==> config.mk <==
export PLATFORM = sky130hd
export DESIGN_NAME = button_scan_ctrl_flat
export DESIGN_NICKNAME = d
export VERILOG_FILES = /design/src/rtl/button_scan_ctrl_if.sv /design/src/rtl/button_scan_ctrl.sv /design/src/flat_wrapper.sv
export SDC_FILE = /design/constraint.sdc
export NUM_CORES = 1
export LEC_CHECK = 0
export CORE_UTILIZATION = 60
export DETAILED_ROUTE_END_ITERATION = 8
export GPL_TIMING_DRIVEN = 0
export PLACE_DENSITY = 0.9
export REMOVE_ABC_BUFFERS = 1
export SLEW_MARGIN = 20
export SYNTH_ARGS = -nofsm -noshare
export SYNTH_HDL_FRONTEND = slang
export SYNTH_SLANG_ARGS = --single-unit
==> constraint.sdc <==
create_clock -name i_clk -period 4.2 [get_ports i_clk]
set_clock_uncertainty 0.1 [all_clocks]
set_input_delay 1.26 -clock i_clk [delete_from_list [all_inputs] [get_ports i_clk]]
set_output_delay 1.26 -clock i_clk [all_outputs]
set_load 0.02 [all_outputs]
==> src/rtl/button_scan_ctrl_if.sv <==
// Event handshake between the button scanner (master) and its consumer (slave).
// evt_code carries the index of the button at the head of the event FIFO.
interface button_scan_ctrl_if #(
  parameter int N_BTN = 4
);
  localparam int CODE_W = $clog2(N_BTN);

  logic              evt_valid;
  logic [CODE_W-1:0] evt_code;
  logic              evt_ready;

  modport master (output evt_valid, output evt_code, input evt_ready);
  modport slave  (input evt_valid, input evt_code, output evt_ready);
endinterface

==> src/rtl/button_scan_ctrl.sv <==
// Round-robin debouncer: one shared up/down integrator visits one button per clock, press events queue in a FIFO.
// Define BTN_REPEAT_EN to add an auto-repeat timer for the most recently pressed button.
module button_scan_ctrl #(
  parameter int N_BTN      = 4,
  parameter int CNT_W      = 18,
  parameter int THRESH     = 24000,
  parameter int CNT_MAX    = 25000,
  parameter int FIFO_DEPTH = 4
`ifdef BTN_REPEAT_EN
  ,
  parameter int RPT_DLY    = 1000,
  parameter int RPT_PER    = 250
`endif
) (
  input  logic                i_clk,
  input  logic                i_rst_n,
  input  logic [N_BTN-1:0]    i_btn_in,
  input  logic                i_scan_en,
  button_scan_ctrl_if.master  evt_if,
  output logic [N_BTN-1:0]    o_btn_state,
  output logic                o_ovf,
  input  logic                i_ovf_clr
);
  // state | meaning
  // IDLE  | scan frozen; idx and counters hold
  // SCAN  | one button visited per clock while scan_en=1

  localparam int IDX_W = $clog2(N_BTN);
  localparam int PTR_W = $clog2(FIFO_DEPTH);
  localparam logic [CNT_W-1:0] C_THR_M1 = CNT_W'(THRESH - 1);
  localparam logic [CNT_W-1:0] C_MAX    = CNT_W'(CNT_MAX);
  localparam logic [CNT_W-1:0] C_ONE    = CNT_W'(1);
  localparam logic [PTR_W:0]   C_DEPTH  = (PTR_W + 1)'(FIFO_DEPTH);

  typedef enum logic [0:0] {S_IDLE = 1'b0, S_SCAN = 1'b1} state_t;

  state_t            r_state;
  state_t            w_state_nxt;
  logic              w_visit;

  logic [N_BTN-1:0]  r_sync1;
  logic [N_BTN-1:0]  r_sync2;
  logic [IDX_W-1:0]  r_idx;
  logic [CNT_W-1:0]  r_cnt [N_BTN];
  logic [N_BTN-1:0]  r_btn_state;
  logic              r_ovf;
  logic [IDX_W-1:0]  r_fifo [FIFO_DEPTH];
  logic [PTR_W:0]    r_wr_ptr;
  logic [PTR_W:0]    r_rd_ptr;

  logic [CNT_W-1:0]  w_cnt_cur;
  logic [CNT_W-1:0]  w_cnt_nxt;
  logic              w_sync_cur;
  logic              w_press;
  logic              w_release;
  logic              w_push;
  logic              w_empty;
  logic              w_full;
  logic              w_pop;
  logic              w_wr_en;
  logic              w_drop;

  always_ff @(posedge i_clk or negedge i_rst_n) begin
    if (!i_rst_n) begin
      r_sync1 <= '0;
      r_sync2 <= '0;
    end else begin
      r_sync1 <= i_btn_in;
      r_sync2 <= r_sync1;
    end
  end

  always_ff @(posedge i_clk or negedge i_rst_n) begin
    if (!i_rst_n) r_state <= S_IDLE;
    else          r_state <= w_state_nxt;
  end

  always_comb begin
    w_state_nxt = r_state;
    case (r_state)
      S_IDLE:  if (i_scan_en)  w_state_nxt = S_SCAN;
      S_SCAN:  if (!i_scan_en) w_state_nxt = S_IDLE;
      default: w_state_nxt = S_IDLE;
    endcase
  end

  // The cycle that drops scan_en leaves SCAN without visiting anyone.
  always_comb begin
    w_visit = 1'b0;
    case (r_state)
      S_SCAN:  w_visit = i_scan_en;
      default: w_visit = 1'b0;
    endcase
  end

  always_comb begin
    w_cnt_cur  = r_cnt[r_idx];
    w_sync_cur = r_sync2[r_idx];
    w_cnt_nxt  = w_cnt_cur;
    if (w_sync_cur && (w_cnt_cur < C_MAX))
      w_cnt_nxt = w_cnt_cur + C_ONE;
    else if (!w_sync_cur && (w_cnt_cur != '0))
      w_cnt_nxt = w_cnt_cur - C_ONE;
  end

  // btn_state doubles as the re-arm lock: it only clears once the counter is back at 0.
  assign w_press   = w_visit && w_sync_cur && (w_cnt_cur == C_THR_M1) && !r_btn_state[r_idx];
  assign w_release = w_visit && !w_sync_cur && (w_cnt_cur == C_ONE);

  always_ff @(posedge i_clk or negedge i_rst_n) begin
    if (!i_rst_n) begin
      r_idx       <= '0;
      r_btn_state <= '0;
      for (int i = 0; i < N_BTN; i++) r_cnt[i] <= '0;
    end else if (w_visit) begin
      r_cnt[r_idx] <= w_cnt_nxt;
      r_idx        <= r_idx + IDX_W'(1);
      if (w_press)        r_btn_state[r_idx] <= 1'b1;
      else if (w_release) r_btn_state[r_idx] <= 1'b0;
    end
  end

`ifdef BTN_REPEAT_EN
  localparam int RPT_MAXV = (RPT_DLY > RPT_PER) ? RPT_DLY : RPT_PER;
  localparam int RPT_W    = $clog2(RPT_MAXV + 1);

  logic              r_rpt_act;
  logic              r_rpt_first;
  logic [IDX_W-1:0]  r_rpt_idx;
  logic [RPT_W-1:0]  r_rpt_cnt;
  logic              w_rpt_own;
  logic              w_rpt_hit;
  logic              w_rpt_fire;
  logic [RPT_W-1:0]  w_rpt_inc;
  logic [RPT_W-1:0]  w_rpt_tgt;

  // Only visits that find the tracked button already saturated and still held advance the timer.
  assign w_rpt_own  = w_visit && r_rpt_act && (r_idx == r_rpt_idx);
  assign w_rpt_hit  = w_rpt_own && w_sync_cur && (w_cnt_cur == C_MAX);
  assign w_rpt_inc  = r_rpt_cnt + RPT_W'(1);
  assign w_rpt_tgt  = r_rpt_first ? RPT_W'(RPT_DLY) : RPT_W'(RPT_PER);
  assign w_rpt_fire = w_rpt_hit && (w_rpt_inc == w_rpt_tgt);

  always_ff @(posedge i_clk or negedge i_rst_n) begin
    if (!i_rst_n) begin
      r_rpt_act   <= 1'b0;
      r_rpt_first <= 1'b1;
      r_rpt_idx   <= '0;
      r_rpt_cnt   <= '0;
    end else if (w_press) begin
      r_rpt_act   <= 1'b1;
      r_rpt_first <= 1'b1;
      r_rpt_idx   <= r_idx;
      r_rpt_cnt   <= '0;
    end else if (w_rpt_own) begin
      if (w_rpt_fire) begin
        r_rpt_cnt   <= '0;
        r_rpt_first <= 1'b0;
      end else if (w_rpt_hit) begin
        r_rpt_cnt   <= w_rpt_inc;
      end else begin
        r_rpt_cnt   <= '0;
        r_rpt_first <= 1'b1;
      end
    end
  end

  assign w_push = w_press || w_rpt_fire;
`else
  assign w_push = w_press;
`endif

  assign w_empty = (r_wr_ptr == r_rd_ptr);
  assign w_full  = ((r_wr_ptr - r_rd_ptr) == C_DEPTH);
  assign w_pop   = !w_empty && evt_if.evt_ready;
  assign w_wr_en = w_push && (!w_full || w_pop);
  assign w_drop  = w_push && w_full && !w_pop;

  always_ff @(posedge i_clk or negedge i_rst_n) begin
    if (!i_rst_n) begin
      r_wr_ptr <= '0;
      r_rd_ptr <= '0;
      for (int i = 0; i < FIFO_DEPTH; i++) r_fifo[i] <= '0;
    end else begin
      if (w_wr_en) begin
        r_fifo[r_wr_ptr[PTR_W-1:0]] <= r_idx;
        r_wr_ptr                    <= r_wr_ptr + (PTR_W + 1)'(1);
      end
      if (w_pop) r_rd_ptr <= r_rd_ptr + (PTR_W + 1)'(1);
    end
  end

  always_ff @(posedge i_clk or negedge i_rst_n) begin
    if (!i_rst_n)       r_ovf <= 1'b0;
    else if (w_drop)    r_ovf <= 1'b1;
    else if (i_ovf_clr) r_ovf <= 1'b0;
  end

  assign evt_if.evt_valid = !w_empty;
  assign evt_if.evt_code  = w_empty ? '0 : r_fifo[r_rd_ptr[PTR_W-1:0]];
  assign o_btn_state      = r_btn_state;
  assign o_ovf            = r_ovf;

endmodule

==> src/flat_wrapper.sv <==
// flat-port wrapper written by rule: the top's interface ports become plain ports
module button_scan_ctrl_flat 
#(
  parameter int N_BTN      = 4,
  parameter int CNT_W      = 18,
  parameter int THRESH     = 24000,
  parameter int CNT_MAX    = 25000,
  parameter int FIFO_DEPTH = 4

)
  (i_clk, i_rst_n, i_btn_in, i_scan_en, o_btn_state, o_ovf, i_ovf_clr, evt_if_evt_valid, evt_if_evt_code, evt_if_evt_ready);
  button_scan_ctrl_if #(.N_BTN(N_BTN)) evt_if_i ();
  input  logic i_clk;
  input  logic i_rst_n;
  input  logic [N_BTN-1:0] i_btn_in;
  input  logic i_scan_en;
  output logic [N_BTN-1:0] o_btn_state;
  output logic o_ovf;
  input  logic i_ovf_clr;
  output wire logic [$bits(evt_if_i.evt_valid)-1:0] evt_if_evt_valid;
  output wire logic [$bits(evt_if_i.evt_code)-1:0] evt_if_evt_code;
  input wire logic [$bits(evt_if_i.evt_ready)-1:0] evt_if_evt_ready;
  assign evt_if_evt_valid = evt_if_i.evt_valid;
  assign evt_if_evt_code = evt_if_i.evt_code;
  assign evt_if_i.evt_ready = evt_if_evt_ready;
  button_scan_ctrl #(.N_BTN(N_BTN), .CNT_W(CNT_W), .THRESH(THRESH), .CNT_MAX(CNT_MAX), .FIFO_DEPTH(FIFO_DEPTH)) u_core (.i_clk(i_clk), .i_rst_n(i_rst_n), .i_btn_in(i_btn_in), .i_scan_en(i_scan_en), .evt_if(evt_if_i), .o_btn_state(o_btn_state), .o_ovf(o_ovf), .i_ovf_clr(i_ovf_clr));
endmodule
==> run_results.csv, run 1 <==
group,metric,value,unit
route,vias_per_cell,7.13,
clocking,cts_tree,"yes",
clocking,clk_pin_slew_worst_paths,110,ps
timing,achievable-frequency,0.252,GHz
layout,antenna-diode-count,0,
power_and_ir_drop,switching_share,0.481,
route,ant_nets,0,
grt,number_of_antenna_violations_at_the_first_check_in_global_routing,0,
timing,report.final.hold_viol_count,0,
route,vias,5165,
yosys,yosysWarnings,0,
layout,nets,609,
yosys,dominantRegCellSynth,"dfrtp_1",
die,chipHeight,102,microns
power_and_ir_drop,share_seq_of_total_power,0.328,
route,wl_per_cell,20.8,microns
layout,drive_above_1_share,0.127,
timing,setup_tns,0,ps
route,drt_pre_antenna_iters,6,
timing,slew_violations,0,
yosys,yosysTopAreaCellShare,0.425,
worst_setup_path,worstPathRequired,4350,ps
power_and_ir_drop,sw_power,2.27,mW
yosys,synth_top_cell_by_area,"dfrtp_1",
timing,max_slew.worst_pin.slew,1060,ps
die,floorplan.io_pins,17,
yosys,synth_edf_count,0,
timing,finalSetupViolations,0,
power_and_ir_drop,clock_power_share,0.141,
clocking,cts_sinks,102,
placed_design,place_congestion,0.962,
clocking,root_buffer,"clkbuf_8",
clocking,cts.path.max_buffers,2,
clocking,cts_htree_levels,3,
yosys,synth_sequential_area_ratio,0.425,
clocking,cts_repair_resize_count,0,
outcome,outcome,"complete, no violations",
worst_setup_path,timing.critical_path.to_type,"flop",
route,wl,15.1,mm
power_and_ir_drop,combinationalPowerShare,0.532,
clocking,cts_post_setup_buffers_inserted,0,
yosys,async_flop_share,1.00,
worst_setup_path,critPathArrivalTime,4130,ps
die,rows,36,
power_and_ir_drop,ir_drop_worst_case_vdd,0.000463,V
worst_setup_path,start_kind,"flop",
yosys,synth_cell_type_count,71,
die,fp.dieW,102,microns
route,first_iter_violations,668,
worst_setup_path,worst-path-max-fanout,14,
yosys,synthesized_flop_and_latch_total,102,
yosys,post_synth_inst_count,602,
timing,period_needed,3970,ps
die,design.core.area,9730,sq um
grt,grt_util_all_layers,0.318,
die,floorplan.die_area,10400,sq um
yosys,cell_types_with_the_largest_area_share_after_synthesis,"dfrtp_1 (43%), mux4_2 (6.8%), nand2_1 (4.8%), o21ai_0 (3.2%), ha_1 (2.9%)",
clocking,cts-buffers-inserted,9,
timing,period_share,0.946,
power_and_ir_drop,cellPowerDensity,735,nW/um^2
layout,post-route-util,0.659,
yosys,syn_avg_cell_area,9.97,sq um
layout,flow.area_growth_from_synthesis,6.86,%
clocking,worstSkewPairLatency,380,ps
yosys,post_synth_instance_area,6000,sq um
worst_setup_path,worstSetupPathType,"flop to flop",
timing,slew_headroom,0.287,
grt,grt_first_pass_wirelength,25.2,mm
route,drcViolationCount,0,
grt,grt_max_degree,56,
worst_setup_path,worst-r2r-setup-slack,230,ps
flow_run,total_of_max_cap_violations,0,
timing,rsz0062_at_grt,"false",
placed_design,port_buffers,16,
placed_design,placed_wire_length_estimate_after_detailed_placement,10.0,mm
power_and_ir_drop,p_leak,2.68,nW
clocking,cts_hold_buf,0,
grt,grt_pass1_vias,5184,
grt,overflow,0,
power_and_ir_drop,power.internal,2.45,mW
worst_hold_path,hold_path_class,"flop to flop",
die,initial_utilization,0.617,
## power groups by stage
stage / Clock [mW] / Combinational [mW] / Sequential (mW)
CTS: 0.679 / 2.43 / 1.54
finish: 0.665 / 2.51 / 1.55
global placement: 0 / 2.22 / 1.56
global route: 0.713 / 2.71 / 1.58
floorplan: 0 / 1.81 / 1.48
detailed placement: 0 / 2.42 / 1.55
## state kept, by name, summed over array words and instances, names as in the netlist, named ones only
register	flops
u_core.r_idx	2
u_core.r_fifo	8
u_core.r_sync2	4
u_core.r_state	1
u_core.r_rd_ptr	3
u_core.r_sync1	4
u_core.o_ovf	1
u_core.r_wr_ptr	3
u_core.r_cnt	72
## cell usage in the layout (no fill, tap or decap), types with 14 or more instances in the layout
| cell | count |
|---|---|
| clkdlybuf4s50_1 | 15 |
| mux4_2 | 18 |
| o21ai_0 | 38 |
| nand2_1 | 73 |
| nand4_1 | 27 |
| ha_1 | 14 |
| o31ai_1 | 21 |
| nand3_1 | 32 |
| nor2_1 | 46 |
| dfrtp_1 | 100 |
## layer usage
metal	vias to the layer above	part of all wire	track usage
met5	-	0	0
met4	0	0.038	0.156
met3	72	0.086	0.0759
met2	325	0.49	0.518
met1	2516	0.39	0.400
li1	2252	-	-
## area by class of cell
type	count	area (sq um)
clock buffer	9	124
fill	748	3310
clock inverter	7	92.6
inverter	8	30.0
sequential	102	2550
timing repair buffer	21	236
tap	133	166
multi-input combinational	444	3210
## final timing paths
check / from / to / cells past startpoint
worst max-delay path: u_core.r_idx[0]$_DFFE_PN0P_ / u_core.r_cnt[12]$_DFFE_PN0P_ / 6
worst max register to register: u_core.r_idx[0]$_DFFE_PN0P_ / u_core.r_cnt[12]$_DFFE_PN0P_ / 6
worst min register to register: u_core.r_sync1[0]$_DFF_PN0_ / u_core.r_sync2[0]$_DFF_PN0_ / 0
min in group asynchronous: i_rst_n / u_core.r_rd_ptr[2]$_DFFE_PN0P_ / 1
worst min-delay path: u_core.r_sync1[0]$_DFF_PN0_ / u_core.r_sync2[0]$_DFF_PN0_ / 0
max in group asynchronous: i_rst_n / u_core.r_idx[0]$_DFFE_PN0P_ / 2
## cells in the mapped netlist, drive strengths merged (6+ instances only)
cell	n
clkbuf	30
ha	14
nand4	27
o2111ai	10
o21ai	46
a211o	8
a31oi	13
and3	11
inv	8
nor3	13
buf	18
a21boi	7
nand2	77
mux4	22
o31ai	21
and2	7
nand3	32
or3	7
xnor2	6
nor2	46
dfrtp	102
mux2	9
## critical path, cell delays in order, from the launching register on
cell	delay (ps)
dfrtp_2	690
mux4_1	870
nor4_4	510
o211ai_1	520
a2111o_1	570
a21boi_0	440
o31ai_1	140
## cell families after synthesis
kind of cell             count (synthesis)  synth area share
flip-flops                             102             0.425
AO/OA/AOI/OAI                          144             0.170
multiplexers                            32             0.106
AND/OR/NAND/NOR                        248             0.218
buffers and inverters                   56            0.0427
XOR/XNOR                                 6           0.00875
adder cells (fa/ha/maj)                 14            0.0292
## metrics by stage
step | power (mW) | instance area [sq um] | hold WS [ps] | worst slack [ps] | instances
after floorplan | 3.29 | 5780 | 231 | 197 | 554
after global placement | 3.78 | 6100 | 234 | -1720 | 703
after detailed placement | 3.97 | 6180 | 243 | 102 | 706
after CTS | 4.64 | 6390 | 267 | 91.0 | 722
after global routing | 5.01 | 6410 | 274 | 56.5 | 724
final | 4.72 | 6410 | 263 | 228 | 724
Note: power is estimated with default switching activity, not from simulation.
==> run 2: changes to the inputs <==
- CTS_CLUSTER_SIZE: not set -> 16
==> results of run 2 <==
Same layout as run 1: the final DEF is identical, and so are final timing and power.
==> run 3: changes to the inputs <==
- CORE_UTILIZATION: 60 -> 56
- PLACE_DENSITY: 0.9 -> 0.88
- clock period: 4.2 -> 3.6 ns (I/O delays scaled with it)
==> run 3 against run 2 <==
  * Core utilization fell by 3.2 points
  * Via count fell by 2.0%
  * Critical path depth grew 3
  * Critical path type unchanged
==> run_results.csv, run 3 (same netlist as run 1, synthesis figures left out) <==
group,metric,value,unit
worst_hold_path,hold_path_class,"flop to flop",
route,vias,5064,
die,floorplan.io_pins,17,
worst_setup_path,regToRegEndpoint,"u_core.r_cnt[70]$_DFFE_PN0P_",
worst_hold_path,min_to,"u_core.r_sync2[2]$_DFF_PN0_",
placed_design,place_congestion,0.903,
grt,overflow,0,
die,fp.dieW,106,microns
placed_design,placed_wire_length_estimate_after_detailed_placement,9.89,mm
route,drcViolationCount,0,
die,chipHeight,106,microns
layout,flow.area_growth_from_synthesis,8.42,%
route,ant_nets,0,
clocking,worstSkewPairLatency,390,ps
die,design.core.area,10400,sq um
power_and_ir_drop,ir_drop_worst_case_vdd,0.000448,V
worst_setup_path,cpMaxStageDelayCell,"mux4_2",
clocking,cts.path.max_buffers,2,
timing,slew_violations,0,
layout,multi_input_comb_area,3240,sq um
route,wl,15.1,mm
worst_setup_path,worst-path-max-fanout,14,
clocking,cts_tree,"yes",
route,first_iter_violations,551,
worst_setup_path,start_kind,"flop",
timing,period_share,0.955,
clocking,clk_pin_slew_worst_paths,110,ps
power_and_ir_drop,totalPowerFinal,5.70,mW
grt,grt_first_pass_wirelength,25.1,mm
worst_setup_path,critPathArrivalTime,3600,ps
worst_setup_path,worst_stage_delay_on_the_critical_path,620,ps
worst_setup_path,rr_startpoint,"u_core.r_idx[0]$_DFFE_PN0P_",
timing,max_slew.worst_pin.slew,848,ps
layout,mostFrequentLayoutCell,"dfrtp_1",
clocking,cts_sinks,102,
worst_setup_path,number_of_cells_on_the_worst_reg_to_reg_path,9,
layout,regMostFlops,"u_core.r_cnt",
worst_setup_path,timing.critical_path.cells,"buf_16 -> mux4_2 -> inv_1 -> ha_1 -> or4b_4 -> or2_1 -> o41a_1 -> a31oi_2 -> o21ai_1",
worst_hold_path,whs_path_depth,0,
timing,period_needed,3440,ps
route,wl_per_cell,20.6,microns
layout,nets,615,
layout,num-fill-cells,813,
grt,number_of_antenna_violations_at_the_first_check_in_global_routing,0,
grt,grt_pass1_vias,5087,
worst_setup_path,worstPathRequired,3760,ps
worst_setup_path,critical-path-top-delay-family,"simple AND/OR/NAND/NOR gates",
layout,register_area,2560,sq um
die,initial_utilization,0.579,
die,rows,37,
clocking,cts-buffers-inserted,9,
worst_hold_path,hold_start,"u_core.r_sync1[2]$_DFF_PN0_",
clocking,root_buffer,"clkbuf_8",
layout,post_layout_cell_count,733,
timing,report.final.hold_viol_count,0,
worst_setup_path,worst-r2r-setup-slack,160,ps
grt,grt_max_degree,53,
timing,rsz0062_at_grt,"false",
route,drt_pre_antenna_iters,5,
worst_setup_path,critical_path_buf_inv_count,2,
layout,antenna-diode-count,0,
layout,biggestRegsByFlops,"u_core.r_cnt (72), u_core.r_fifo (8)",
outcome,outcome,"complete, no violations",
worst_setup_path,timing.critical_path.to_type,"flop",
power_and_ir_drop,p_leak,2.71,nW
route,vias_per_cell,6.91,
power_and_ir_drop,cellPowerDensity,876,nW/um^2
layout,max_ffs_per_register,72,
layout,drive_above_1_share,0.147,
worst_setup_path,worstSetupPathType,"flop to flop",
timing,finalSetupViolations,0,
flow_run,total_of_max_cap_violations,0,
die,floorplan.die_area,11100,sq um
placed_design,port_buffers,16,
clocking,cts_htree_levels,3,
grt,grt_util_all_layers,0.291,
timing,slew_headroom,0.435,
placed_design,dp.cells,709,
timing,setup_tns,0,ps
layout,post-route-util,0.628,
timing,achievable-frequency,0.291,GHz
layout,mostFrequentLayoutCells,"dfrtp_1 (100), nand2_1 (73), nor2_1 (46)",
## run 3: cell count changes in the layout (fill, tap and decap cells not counted), sizes merged
cell,before,now
buf,6,12
clkinvlp,2,0
inv,11,13
## run 3: power breakdown
group | internal [mW] | switching, mW
combinational | 1.15 | 1.96
sequential | 1.50 | 0.286
clock | 0.347 | 0.455
total | 2.99 | 2.71
## run 3: per-stage QoR
stage / setup WS (ps) / hold slack (ps) / area, sq um
after global placement: -2150 / 234 / 6110
after floorplan: -403 / 231 / 5780
after detailed placement: -574 / 240 / 6180
after global routing: 27.7 / 270 / 6510
after CTS: 88.1 / 266 / 6480
final: 160 / 263 / 6510
## run 3: worst register-to-register path, cell delays in order, from the launching register on
cell     delay, ps
dfrtp_4        490
buf_16         170
mux4_2         630
inv_1          130
ha_1           200
or4b_4         530
or2_1          300
o41a_1         340
a31oi_2        310
o21ai_1        120
## run 3: final cells by class
class                      instances  share of cell area
inverter                           8             0.00461
clock inverter                     7              0.0146
clock buffer                       9              0.0190
tap                              136              0.0261
sequential                       102               0.393
multi-input combinational        444               0.497
timing repair buffer              27              0.0452
## run 3: timing repair
item,4_1_cts,5_1_grt
buffers inserted,8,0
pin swaps,2,1
hold buffers,0,0
resized for setup,3,8
endpoints found under the setup margin,62,37
## run 3: routing by layer
layer	global-route usage	vias up	part of all wire
li1	-	2259	-
met1	0.373	2509	0.40
met2	0.469	239	0.49
met3	0.0680	57	0.080
met4	0.132	0	0.036
met5	0	-	0
## run 3: worst max-delay path by stage
stage / start / endpoint / depth (start not counted)
floorplan: u_core.r_idx[0]$_DFFE_PN0P_ / u_core.r_cnt[42]$_DFFE_PN0P_ / 6
global route: u_core.r_idx[0]$_DFFE_PN0P_ / u_core.r_cnt[44]$_DFFE_PN0P_ / 8
detailed placement: u_core.r_idx[0]$_DFFE_PN0P_ / u_core.r_cnt[60]$_DFFE_PN0P_ / 6
global placement: i_rst_n / u_core.r_cnt[63]$_DFFE_PN0P_ / 1
CTS: u_core.r_idx[0]$_DFFE_PN0P_ / u_core.r_cnt[70]$_DFFE_PN0P_ / 9
finish: u_core.r_idx[0]$_DFFE_PN0P_ / u_core.r_cnt[70]$_DFFE_PN0P_ / 9
